--- src/rtl/map_frame_scanner_pkg.sv ---
// Shared game constants: screen geometry, terrain colours and the scanner state encoding.
// Imported by the map scanner, the plot adapter and the map writer.
package map_frame_scanner_pkg;

  localparam int SCREEN_COLS = 160;
  localparam int SCREEN_ROWS = 120;

  localparam logic [2:0] COLOUR_SKY    = 3'b011;
  localparam logic [2:0] COLOUR_GROUND = 3'b010;

  typedef enum logic [2:0] {
    S_IDLE,
    S_FETCH,
    S_LATCH,
    S_DRAW,
    S_NEXT,
    S_SWAP
  } scan_state_e;

endpackage

--- src/rtl/map_frame_scanner.sv ---
// Scans the read-side map RAM one column per pass, turns each ground height into a
// vertical run of sky/ground plot commands, then pulses map to swap the double buffer.
module map_frame_scanner
  import map_frame_scanner_pkg::*;
#(
  parameter int         COLS   = SCREEN_COLS,
  parameter int         ROWS   = SCREEN_ROWS,
  parameter logic [2:0] SKY    = COLOUR_SKY,
  parameter logic [2:0] GROUND = COLOUR_GROUND
) (
  input  logic       clk,
  input  logic       resetn,
  input  logic       start,
  input  logic       ram1_read_en,
  input  logic       ram2_read_en,
  input  logic [7:0] ram1_q,
  input  logic [7:0] ram2_q,
  output logic [7:0] rd_addr,
  output logic [7:0] x,
  output logic [6:0] y,
  output logic [2:0] colour,
  output logic       plot,
  output logic       busy,
  output logic       map
);

  localparam logic [7:0] LAST_COL = 8'(COLS - 1);
  localparam logic [6:0] LAST_ROW = 7'(ROWS - 1);
  localparam logic [7:0] ROWS_W   = 8'(ROWS);

  scan_state_e r_state, w_next_state;

  logic [7:0] r_col, w_col_next;
  logic [6:0] r_row, w_row_next;
  logic [7:0] r_h,   w_h_next;

  logic [7:0] r_rd_addr;
  logic [7:0] r_x;
  logic [6:0] r_y;
  logic [2:0] r_colour;
  logic       r_plot;
  logic       r_busy;
  logic       r_map;

  logic       w_sel_ram2;
  logic [7:0] w_raw_h;
  logic [7:0] w_clamped_h;
  logic       w_last_row;
  logic       w_pix_valid;
  logic [2:0] w_pix_colour;

  // RAM1 wins whenever the enables are ambiguous (both or neither set).
  assign w_sel_ram2  = ram2_read_en & ~ram1_read_en;
  assign w_raw_h     = w_sel_ram2 ? ram2_q : ram1_q;
  assign w_clamped_h = (w_raw_h > ROWS_W) ? ROWS_W : w_raw_h;
  assign w_last_row  = (r_row == LAST_ROW);

  // NOTE: every signal written here gets a default first, so no path leaves it unassigned and no latch is inferred.
  always_comb begin
    w_next_state = r_state;
    w_col_next   = r_col;
    w_row_next   = r_row;
    w_h_next     = r_h;
    unique case (r_state)
      S_IDLE: begin
        if (start) begin
          w_next_state = S_FETCH;
          w_col_next   = '0;
          w_row_next   = '0;
        end
      end
      S_FETCH: w_next_state = S_LATCH;
      S_LATCH: begin
        w_h_next     = w_clamped_h;
        w_next_state = S_DRAW;
      end
      S_DRAW: begin
        if (w_last_row) begin
          w_row_next   = '0;
          w_next_state = S_NEXT;
        end else begin
          w_row_next = r_row + 7'd1;
        end
      end
      S_NEXT: begin
        if (r_col == LAST_COL) begin
          w_next_state = S_SWAP;
        end else begin
          w_col_next   = r_col + 8'd1;
          w_next_state = S_FETCH;
        end
      end
      S_SWAP:  w_next_state = S_IDLE;
      default: w_next_state = S_IDLE;
    endcase
  end

  // Plot outputs are registered from the next-state values so the pixel for row r
  // appears in the same cycle the row counter holds r.
  assign w_pix_valid  = (w_next_state == S_DRAW);
  assign w_pix_colour = ({1'b0, w_row_next} >= (ROWS_W - w_h_next)) ? GROUND : SKY;

  // NOTE: sequential state uses non-blocking assignments so every register samples pre-edge values.
  always_ff @(posedge clk) begin
    if (!resetn) begin
      r_state   <= S_IDLE;
      r_col     <= '0;
      r_row     <= '0;
      r_h       <= '0;
      r_rd_addr <= '0;
      r_x       <= '0;
      r_y       <= '0;
      r_colour  <= '0;
      r_plot    <= 1'b0;
      r_busy    <= 1'b0;
      r_map     <= 1'b0;
    end else begin
      r_state <= w_next_state;
      r_col   <= w_col_next;
      r_row   <= w_row_next;
      r_h     <= w_h_next;
      if (w_next_state == S_FETCH) begin
        r_rd_addr <= w_col_next;
      end
      if (w_pix_valid) begin
        r_x      <= w_col_next;
        r_y      <= w_row_next;
        r_colour <= w_pix_colour;
      end
      r_plot <= w_pix_valid;
      r_busy <= (w_next_state != S_IDLE);
      r_map  <= (w_next_state == S_SWAP);
    end
  end

  assign rd_addr = r_rd_addr;
  assign x       = r_x;
  assign y       = r_y;
  assign colour  = r_colour;
  assign plot    = r_plot;
  assign busy    = r_busy;
  assign map     = r_map;

endmodule

--- config.mk ---
export PLATFORM = sky130hd
export DESIGN_NAME = map_frame_scanner
export DESIGN_NICKNAME = d
export VERILOG_FILES = /design/src/rtl/map_frame_scanner_pkg.sv /design/src/rtl/map_frame_scanner.sv
export SDC_FILE = /design/constraint.sdc
export NUM_CORES = 1
export LEC_CHECK = 0
export CORE_MARGIN = 8
export CORE_UTILIZATION = 56
export CTS_CLUSTER_SIZE = 40
export DETAILED_ROUTE_END_ITERATION = 10
export PLACE_DENSITY = 0.87
export SYNTH_ARGS = -nofsm -noshare
export SYNTH_HDL_FRONTEND = slang
export SYNTH_SLANG_ARGS = --single-unit
--- constraint.sdc ---
create_clock -name clk -period 9.4 [get_ports clk]
set_clock_uncertainty 0.2 [all_clocks]
set_input_delay 2.35 -clock clk [delete_from_list [all_inputs] [get_ports clk]]
set_output_delay 2.35 -clock clk [all_outputs]
set_load 0.02 [all_outputs]
==> flow_metrics.py, run 1 <==
metrics = {
    "run_status": {
        "status": "finished, final reports clean",
    },
    "logic_synthesis": {
        "synth.most_common_cell": "nor2_1",
        "synth_commonest_cells": "nor2_1 (59), dfxtp_1 (54), nand2_1 (20), o21ai_0 (16)",
        "synthCells": 323,
        "yosys_register_bits": 54,
        "ys_async_sr_fraction_pct": 0,
        "synth-edff-count": 0,
        "synthTopCellsByArea": "dfxtp_1 (39%), nor2_1 (8.0%), mux2i_1 (4.7%)",
        "synth_top_cell_area_share_pct": 39.2,
        "syn_nets": 354,
        "syn-cell-area_um2": 2760,
        "ys_seq_area_share_pct": 39.2,
        "yosysWarnings": 0,
        "yosysTopAreaCell": "dfxtp_1",
        "ys_types": 58,
        "synthFlopType": "dfxtp_1",
        "syn_avg_cell_area_um2": 8.53,
    },
    "sta": {
        "slew_headroom_pct": 47.0,
        "tns_ps": 0,
        "layout_worst_path_cycle_share_pct": 63.1,
        "tightestPinTransition_ps": 787,
        "fmax_ghz": 0.169,
        "finalCriticalPeriod_ps": 5930,
        "hold_violations": 0,
        "finalSetupViolCount": 0,
        "maxSlewViolCount": 0,
        "rsz0062_at_grt": "false",
        "layout_setup_ws_ps": 3470,
    },
    "worst_setup_path": {
        "cp_data_required_time_ps": 9450,
        "crit_path_cell_trace": "clkdlybuf4s50_1 -> nand2b_1 -> o31ai_2 -> a22oi_1 -> ha_1 -> a2111oi_4 -> xnor2_1 -> ha_1 -> a21o_1 -> a31oi_1 -> a311oi_1 -> nor3_1",
        "slowest_delay_ps": 760,
        "cp.arrival_ps": 5980,
        "crit_path_start_kind": "input pin",
        "crit_type": "input pin to flip-flop",
        "cp_max_fo": 13,
        "cp_common_cell": "ha_1",
        "crit_slowest_cell": "o31ai_2",
        "end_kind": "flip-flop",
    },
    "global_routing": {
        "track_usage_pct": 17.3,
        "grt_max_degree": 23,
        "grt-ovfl-total": 0,
        "grt_pass1_vias": 2223,
        "grt_pass1_wl_mm": 10.4,
        "antenna_found_initial": 0,
    },
    "clock_network": {
        "h-tree-depth": 2,
        "cts_setup_buffers": 0,
        "cts-root-buf": "clkbuf_8",
        "clock-sinks": 54,
        "clk_pin_slew_worst_paths_ps": 110,
        "cts_hold_buf": 0,
        "cts_resized": 0,
        "numCtsBuffers": 5,
        "clk_latency_ps": 320,
        "cts_tree": "yes",
        "clockBufferDepth": 2,
    },
    "detailed_routing": {
        "vias": 2419,
        "route.detailed.drc": 0,
        "via_per_inst": 5.64,
        "wl_mm": 6.33,
        "drtIter0Drc": 243,
        "postRouteAntennaNets": 0,
        "wl_per_cell_um": 14.7,
        "drt_first_pass_iters": 4,
    },
    "job": {
        "drv_cap": 0,
    },
    "placed_design": {
        "dpl_worst_slack_ps": 3200,
        "hpwlAfterDp_mm": 4.71,
        "portBuffers": 48,
        "gp_congestion": 0.854,
    },
    "layout": {
        "drive_above_1_share_pct": 7.46,
        "fin_nets": 392,
        "num_antenna_cells": 0,
        "area.growth.synth_to_final_pct": 21.1,
        "multi_input_area_um2": 1530,
        "utilization_pct": 70.6,
        "seqCellArea_um2": 1080,
        "fillCellCount": 379,
    },
    "floorplan": {
        "die_x_um": 86.2,
        "die_area_um2": 7420,
        "rows": 25,
        "fp.coreArea_um2": 4720,
        "die_h_um": 86.2,
        "start_util_pct": 58.4,
        "pin_count": 50,
    },
    "worst_hold_path": {
        "hold_path.class": "flip-flop to flip-flop",
    },
    "power_and_ir_drop": {
        "ir_worst_vdd_mv": 0.107,
        "powerDensity_nw_per_um2": 142,
        "power.leakage_nw": 1.25,
    },
}
[cell usage in the layout (no fill, tap or decap), drive strengths merged, types with 2 or more instances in the layout]
master / n
inv: 13
nand4: 2
nand2: 20
clkbuf: 5
nor2b: 3
buf: 2
o31a: 2
mux2i: 13
a311oi: 3
a21oi: 13
a22oi: 9
dfxtp: 54
nor2: 59
nor4: 2
clkdlybuf4s50: 48
o211ai: 2
ha: 10
nand3: 10
a21o: 2
or3b: 2
a211oi: 14
and2: 5
clkinv: 2
nand2b: 2
xnor2: 7
nor3: 8
nand3b: 2
a31o: 4
a31oi: 4
and3: 3
o21ai: 16
[critical path, delay by kind of cell]
kind / cells / cell delay, ps
adder cells (fa/ha/maj): 2 / 590
AO/OA/AOI/OAI: 6 / 1820
AND/OR/NAND/NOR: 2 / 640
XOR/XNOR: 1 / 160
buffers and inverters: 1 / 410
[power breakdown]
group	total [mW]	leakage [nW]	switching (mW)	internal (mW)
registers	0.244	0.439	0.00618	0.237
logic	0.0904	0.759	0.0506	0.0398
clock network	0.140	0.0502	0.0844	0.0554
[metrics by stage]
stage | instance area, um^2 | hold WS, ps | total power, mW | std cells
after CTS | 3340 | 276 | 0.478 | 429
after floorplan | 2760 | 233 | 0.308 | 323
after detailed placement | 3240 | 259 | 0.339 | 421
after global placement | 3240 | 244 | 0.337 | 421
after global routing | 3340 | 312 | 0.496 | 429
final | 3340 | 273 | 0.474 | 429
[layer usage]
| layer | vias up | GRT usage [%] | routed length [um] |
|---|---|---|---|
| li1 | 1227 | - | - |
| met1 | 1127 | 21.8 | 2870 |
| met2 | 60 | 28.4 | 3080 |
| met3 | 5 | 3.15 | 292 |
| met4 | 0 | 6.53 | 87 |
| met5 | - | 0 | 0 |
[cell families (layout without fill, tap and decap cells)]
family	count (synthesis)	count (layout)	synth area share [%]
adder cells (fa/ha/maj)	10	10	4.54
buffers and inverters	31	70	5.27
AND/OR/NAND/NOR	125	125	21.7
AO/OA/AOI/OAI	80	80	21.5
multiplexers	14	14	5.13
other	1	1	0.136
XOR/XNOR	8	8	2.54
flip-flops	54	54	39.2
[worst paths after layout]
path,start,to,slack (ps),cells past startpoint
max,ram1_read_en,colour[0],3470,12
min,r_h[7],r_h[7],270,2
max reg2reg,r_state[2],colour[0],5800,12
min reg2reg,r_h[7],r_h[7],270,2
[layout make-up]
| class | instances | area share, % |
|---|---|---|
| Clock inverter | 3 | 0.862 |
| Tap cell | 67 | 2.51 |
| Multi-Input combinational cell | 238 | 46.0 |
| Sequential cell | 54 | 32.4 |
| Inverter | 12 | 1.35 |
| Clock buffer | 5 | 2.06 |
| Timing Repair Buffer | 50 | 14.8 |
[state kept, by name, indices dropped and copies added, names as in the netlist]
register	flops
x	8
r_h	8
colour	2
plot	1
r_row	7
r_col	8
map	1
r_state	3
y	7
rd_addr	8
busy	1
Power figures use the tool's default switching activity.
==> run 2, diff against run 1 <==
--- a/config.mk
+++ b/config.mk
@@ -6,10 +6,10 @@
 export NUM_CORES = 1
 export LEC_CHECK = 0
 export CORE_MARGIN = 8
-export CORE_UTILIZATION = 56
+export CORE_UTILIZATION = 52
 export CTS_CLUSTER_SIZE = 40
 export DETAILED_ROUTE_END_ITERATION = 10
-export PLACE_DENSITY = 0.87
+export PLACE_DENSITY = 0.82
 export SYNTH_ARGS = -nofsm -noshare
 export SYNTH_HDL_FRONTEND = slang
 export SYNTH_SLANG_ARGS = --single-unit
==> constraint.sdc (replaced) <==
create_clock -name clk -period 5.7 [get_ports clk]
set_clock_uncertainty 0.2 [all_clocks]
set_input_delay 1.425 -clock clk [delete_from_list [all_inputs] [get_ports clk]]
set_output_delay 1.425 -clock clk [all_outputs]
set_load 0.02 [all_outputs]
==> flow_metrics.py, run 2 (synthesis gave the netlist of run 1 again) <==
metrics = {
    "worst_setup_path": {
        "cp.arrival_ps": 4630,
        "crit_path_start_kind": "input pin",
        "end_kind": "flip-flop",
        "crit_type": "input pin to flip-flop",
        "cp_data_required_time_ps": 5700,
        "cp_max_fo": 9,
    },
    "clock_network": {
        "clockBufferDepth": 2,
        "numCtsBuffers": 5,
        "clk_latency_ps": 320,
        "cts_hold_buf": 0,
        "h-tree-depth": 2,
        "clk_pin_slew_worst_paths_ps": 100,
        "cts_resized": 0,
        "clock-sinks": 54,
        "cts_tree": "yes",
        "cts_setup_buffers": 0,
        "cts-root-buf": "clkbuf_8",
    },
    "sta": {
        "layout_worst_path_cycle_share_pct": 81.2,
        "maxSlewViolCount": 0,
        "finalSetupViolCount": 0,
        "rsz0062_at_grt": "false",
        "hold_violations": 0,
        "slew_headroom_pct": 19.5,
        "tightestPinTransition_ps": 1210,
        "fmax_ghz": 0.216,
        "tns_ps": 0,
        "finalCriticalPeriod_ps": 4630,
    },
    "placed_design": {
        "placed_cell_area_um2": 3260,
        "gp_congestion": 0.857,
        "hpwlAfterDp_mm": 4.76,
        "portBuffers": 48,
    },
    "detailed_routing": {
        "drt_first_pass_iters": 4,
        "via_per_inst": 5.62,
        "postRouteAntennaNets": 0,
        "wl_per_cell_um": 15.0,
        "wl_mm": 6.52,
        "route.detailed.drc": 0,
        "drtIter0Drc": 190,
        "vias": 2440,
    },
    "floorplan": {
        "die_area_um2": 7890,
        "die_x_um": 88.8,
        "pin_count": 50,
        "die_h_um": 88.8,
        "fp.coreArea_um2": 5110,
        "start_util_pct": 54.0,
        "rows": 26,
    },
    "global_routing": {
        "grt_pass1_wl_mm": 10.7,
        "antenna_found_initial": 0,
        "grt_pass1_vias": 2333,
        "grt-ovfl-total": 0,
        "grt_max_degree": 41,
        "track_usage_pct": 17.1,
    },
    "job": {
        "drv_cap": 0,
    },
    "layout": {
        "area.growth.synth_to_final_pct": 21.6,
        "fin_nets": 394,
        "layout_common_cells": "nor2_1 (59), dfxtp_1 (54), clkdlybuf4s50_1 (48), nand2_1 (20), o21ai_0 (16)",
        "final_common_cell": "nor2_1",
        "drive_above_1_share_pct": 7.97,
        "num_antenna_cells": 0,
        "final_area_um2": 3350,
    },
    "worst_hold_path": {
        "hold_path.class": "flip-flop to flip-flop",
    },
    "run_status": {
        "status": "finished, final reports clean",
    },
    "power_and_ir_drop": {
        "ir_worst_vdd_mv": 0.135,
        "power.leakage_nw": 1.25,
        "powerDensity_nw_per_um2": 231,
    },
}
run 2: final timing paths:
check	startpoint	end	slack, ps	cells after the start
setup reg to reg	r_state[2]	colour[0]	2060	12
hold reg to reg	r_h[7]	r_h[7]	270	2
hold / removal	r_h[7]	r_h[7]	270	2
setup / recovery	ram1_read_en	colour[0]	1070	15
run 2: power breakdown:
part           switching [mW]  internal [mW]  leakage, nW
registers              0.0101          0.392        0.439
logic                  0.0850         0.0669        0.768
clock network           0.133         0.0881       0.0408
run 2: critical path: stages:
cell and delay [ps]:
clkdlybuf4s50_1 470, nand2b_1 250, buf_4 240, mux2i_1 190
nor2_1 60, a22oi_1 290, ha_1 320, a21oi_1 120
xnor2_1 150, ha_1 300, o211ai_1 80, o21ai_0 230
a31oi_1 160, a311oi_1 270, nor3_1 80
run 2: final cells by class:
class	instances	area (um^2)
Tap cell	70	87.6
Clock buffer	5	68.8
Inverter	12	45.0
Clock inverter	3	23.8
Sequential cell	54	1080
Fill cell	459	1760
Timing Repair Buffer	52	510
Multi-Input combinational cell	238	1530
run 2: per-layer routing:
layer	share of wire, %	track usage, %	wire, um
met2	48	28.1	3120
met1	45	20.8	2940
met4	1.7	7.83	112
met3	5.2	3.34	342
met5	0	0	0
run 2: metrics by stage:
step | hold slack (ps) | total power [mW] | setup WS [ps] | cells | util [%]
6_report | 267 | 0.775 | 1070 | 434 | 65.6
5_1_grt | 316 | 0.806 | 861 | 434 | 65.6
4_1_cts | 266 | 0.776 | 1140 | 434 | 65.6
3_5_place_dp | 249 | 0.562 | 828 | 426 | 63.8
3_3_place_gp | 245 | 0.557 | 995 | 426 | 63.8
2_1_floorplan | 233 | 0.507 | 1520 | 323 | -
==> run 3, diff against run 2 <==
--- a/config.mk
+++ b/config.mk
@@ -6,10 +6,10 @@
 export NUM_CORES = 1
 export LEC_CHECK = 0
 export CORE_MARGIN = 8
-export CORE_UTILIZATION = 52
+export CORE_UTILIZATION = 47
 export CTS_CLUSTER_SIZE = 40
 export DETAILED_ROUTE_END_ITERATION = 10
-export PLACE_DENSITY = 0.82
+export PLACE_DENSITY = 0.79
 export SYNTH_ARGS = -nofsm -noshare
 export SYNTH_HDL_FRONTEND = slang
 export SYNTH_SLANG_ARGS = --single-unit
==> constraint.sdc (replaced) <==
create_clock -name clk -period 4 [get_ports clk]
set_clock_uncertainty 0.2 [all_clocks]
set_input_delay 1 -clock clk [delete_from_list [all_inputs] [get_ports clk]]
set_output_delay 1 -clock clk [all_outputs]
set_load 0.02 [all_outputs]
==> flow_metrics.py, run 3 (synthesis gave the netlist of run 1 again) <==
metrics = {
    "detailed_routing": {
        "vias": 2618,
        "drtIter0Drc": 132,
        "wl_per_cell_um": 15.9,
        "wl_mm": 7.48,
        "drt_first_pass_iters": 4,
        "via_per_inst": 5.58,
        "route.detailed.drc": 0,
        "postRouteAntennaNets": 0,
    },
    "placed_design": {
        "hpwlAfterDp_mm": 5.16,
        "dpl_worst_slack_ps": -372,
        "portBuffers": 48,
        "gp_congestion": 0.846,
        "dp_cells": 457,
    },
    "sta": {
        "hold_violations": 0,
        "layout_setup_ws_ps": 7.13,
        "layout_worst_path_cycle_share_pct": 99.8,
        "fmax_ghz": 0.250,
        "finalCriticalPeriod_ps": 3990,
        "finalSetupViolCount": 0,
        "slew_headroom_pct": 51.1,
        "tightestPinTransition_ps": 731,
        "maxSlewViolCount": 0,
    },
    "global_routing": {
        "grt_max_degree": 23,
        "grt-ovfl-total": 0,
        "antenna_found_initial": 0,
        "grt_pass1_vias": 2498,
        "grt_pass1_wl_mm": 11.7,
        "track_usage_pct": 16.5,
    },
    "worst_setup_path": {
        "crit_path_start_kind": "input pin",
        "cp_data_required_time_ps": 4030,
        "slowest_delay_ps": 490,
        "crit_path_cell_trace": "clkdlybuf4s50_1 -> o311ai_4 -> nor2_2 -> o31ai_4 -> buf_4 -> a22oi_1 -> ha_2 -> buf_4 -> a2111oi_4 -> xnor2_1 -> ha_1 -> a21o_1 -> a31oi_4 -> nor4_2 -> nor3_1",
        "end_kind": "flip-flop",
        "r2r_setup_slack_ps": 480,
        "cp.arrival_ps": 4020,
        "crit_type": "input pin to flip-flop",
        "cp_common_cell": "buf_4",
        "crit_buf_inv": 3,
        "critical-path-top-delay-family": "compound AO/OA/AOI/OAI gates",
        "crit_slowest_cell": "clkdlybuf4s50_1",
        "cp_max_fo": 3,
    },
    "clock_network": {
        "cts_hold_buf": 0,
        "cts_tree": "yes",
        "h-tree-depth": 2,
        "clockBufferDepth": 2,
        "clk_pin_slew_worst_paths_ps": 110,
        "cts-root-buf": "clkbuf_8",
        "clock-sinks": 54,
        "clk_latency_ps": 320,
        "numCtsBuffers": 5,
    },
    "layout": {
        "area.growth.synth_to_final_pct": 34.2,
        "layout.cells.non_filler": 469,
        "layout_common_cells": "nor2_1 (58), dfxtp_1 (54), clkdlybuf4s50_1 (35), buf_4 (32), nand2_1 (20)",
        "final_common_cell": "nor2_1",
        "fin_nets": 424,
        "num_antenna_cells": 0,
        "drive_above_1_share_pct": 16.8,
    },
    "floorplan": {
        "rows": 28,
        "die_area_um2": 8570,
        "pin_count": 50,
        "die_x_um": 92.6,
        "fp.coreArea_um2": 5780,
        "die_h_um": 92.6,
        "start_util_pct": 47.7,
    },
    "power_and_ir_drop": {
        "ir_worst_vdd_mv": 0.197,
        "power.leakage_nw": 1.53,
        "powerDensity_nw_per_um2": 314,
    },
    "run_status": {
        "status": "finished, final reports clean",
    },
    "worst_hold_path": {
        "hold_path.class": "flip-flop to flip-flop",
    },
    "job": {
        "drv_cap": 0,
    },
}
[run 3: cell count changes in the layout (fill, tap and decap cells not counted), sizes merged]
cell / previous run / this run
dlymetal6s2s: 0 / 13
buf: 4 / 34
clkdlybuf4s50: 48 / 35
clkinv: 0 / 2
clkinvlp: 2 / 0
[run 3: metrics by stage]
| step | area (um^2) | TNS (ps) | power, mW | utilization [%] | hold slack [ps] |
|---|---|---|---|---|---|
| floorplan | 2760 | 0 | 0.723 | - | 233 |
| global placement | 3460 | -188 | 0.815 | 59.8 | 242 |
| detailed placement | 3460 | -372 | 0.822 | 59.8 | 252 |
| CTS | 3580 | 0 | 1.15 | 61.9 | 268 |
| global route | 3700 | -41.5 | 1.21 | 64.0 | 284 |
| finish | 3700 | 0 | 1.16 | 64.0 | 268 |
[run 3: area by class of cell]
cell class	count	area (um^2)
Clock buffer	5	68.8
Inverter	12	45.0
Clock inverter	3	28.8
Sequential cell	54	1080
Tap cell	75	93.8
Multi-Input combinational cell	238	1610
Timing Repair Buffer	82	776
Fill cell	466	2080
[run 3: power breakdown]
group | internal (mW) | leakage [nW] | switching, mW
logic | 0.121 | 1.05 | 0.140
clock network | 0.130 | 0.0502 | 0.199
registers | 0.558 | 0.439 | 0.0154
total | 0.809 | 1.53 | 0.354
[run 3: worst reg2reg max path, stage by stage (launching register included)]
cell       delay, ps
dfxtp_1          540
or3b_1           620
nor2_1           180
a22oi_1          110
ha_2             240
buf_4            140
a2111oi_4        300
xnor2_1          120
ha_1             320
a21o_1           220
a31oi_4          180
nor4_2            60
nor3_1           200
[run 3: routing by layer]
layer  GRT usage, %  routed length [um]  part of all wire [%]
met1           20.1                3250                    43
met2           28.4                3790                    51
met3           3.24                 323                   4.3
met4           5.10                 119                   1.6
met5              0                   0                     0
[run 3: what timing repair did]
action,4_1_cts,5_1_grt
pin swaps,2,10
endpoints found under the setup margin,1,1
resized for setup,4,23
setup buffers,1,4
[run 3: path summary, 6_finish.rpt]
check | startpoint | endpoint | cells after the start
worst max-delay path | ram2_q[3] | colour[0] | 15
worst max register to register | r_state[1] | colour[0] | 12
worst min-delay path | x[4] | x[4] | 2
worst min register to register | x[4] | x[4] | 2
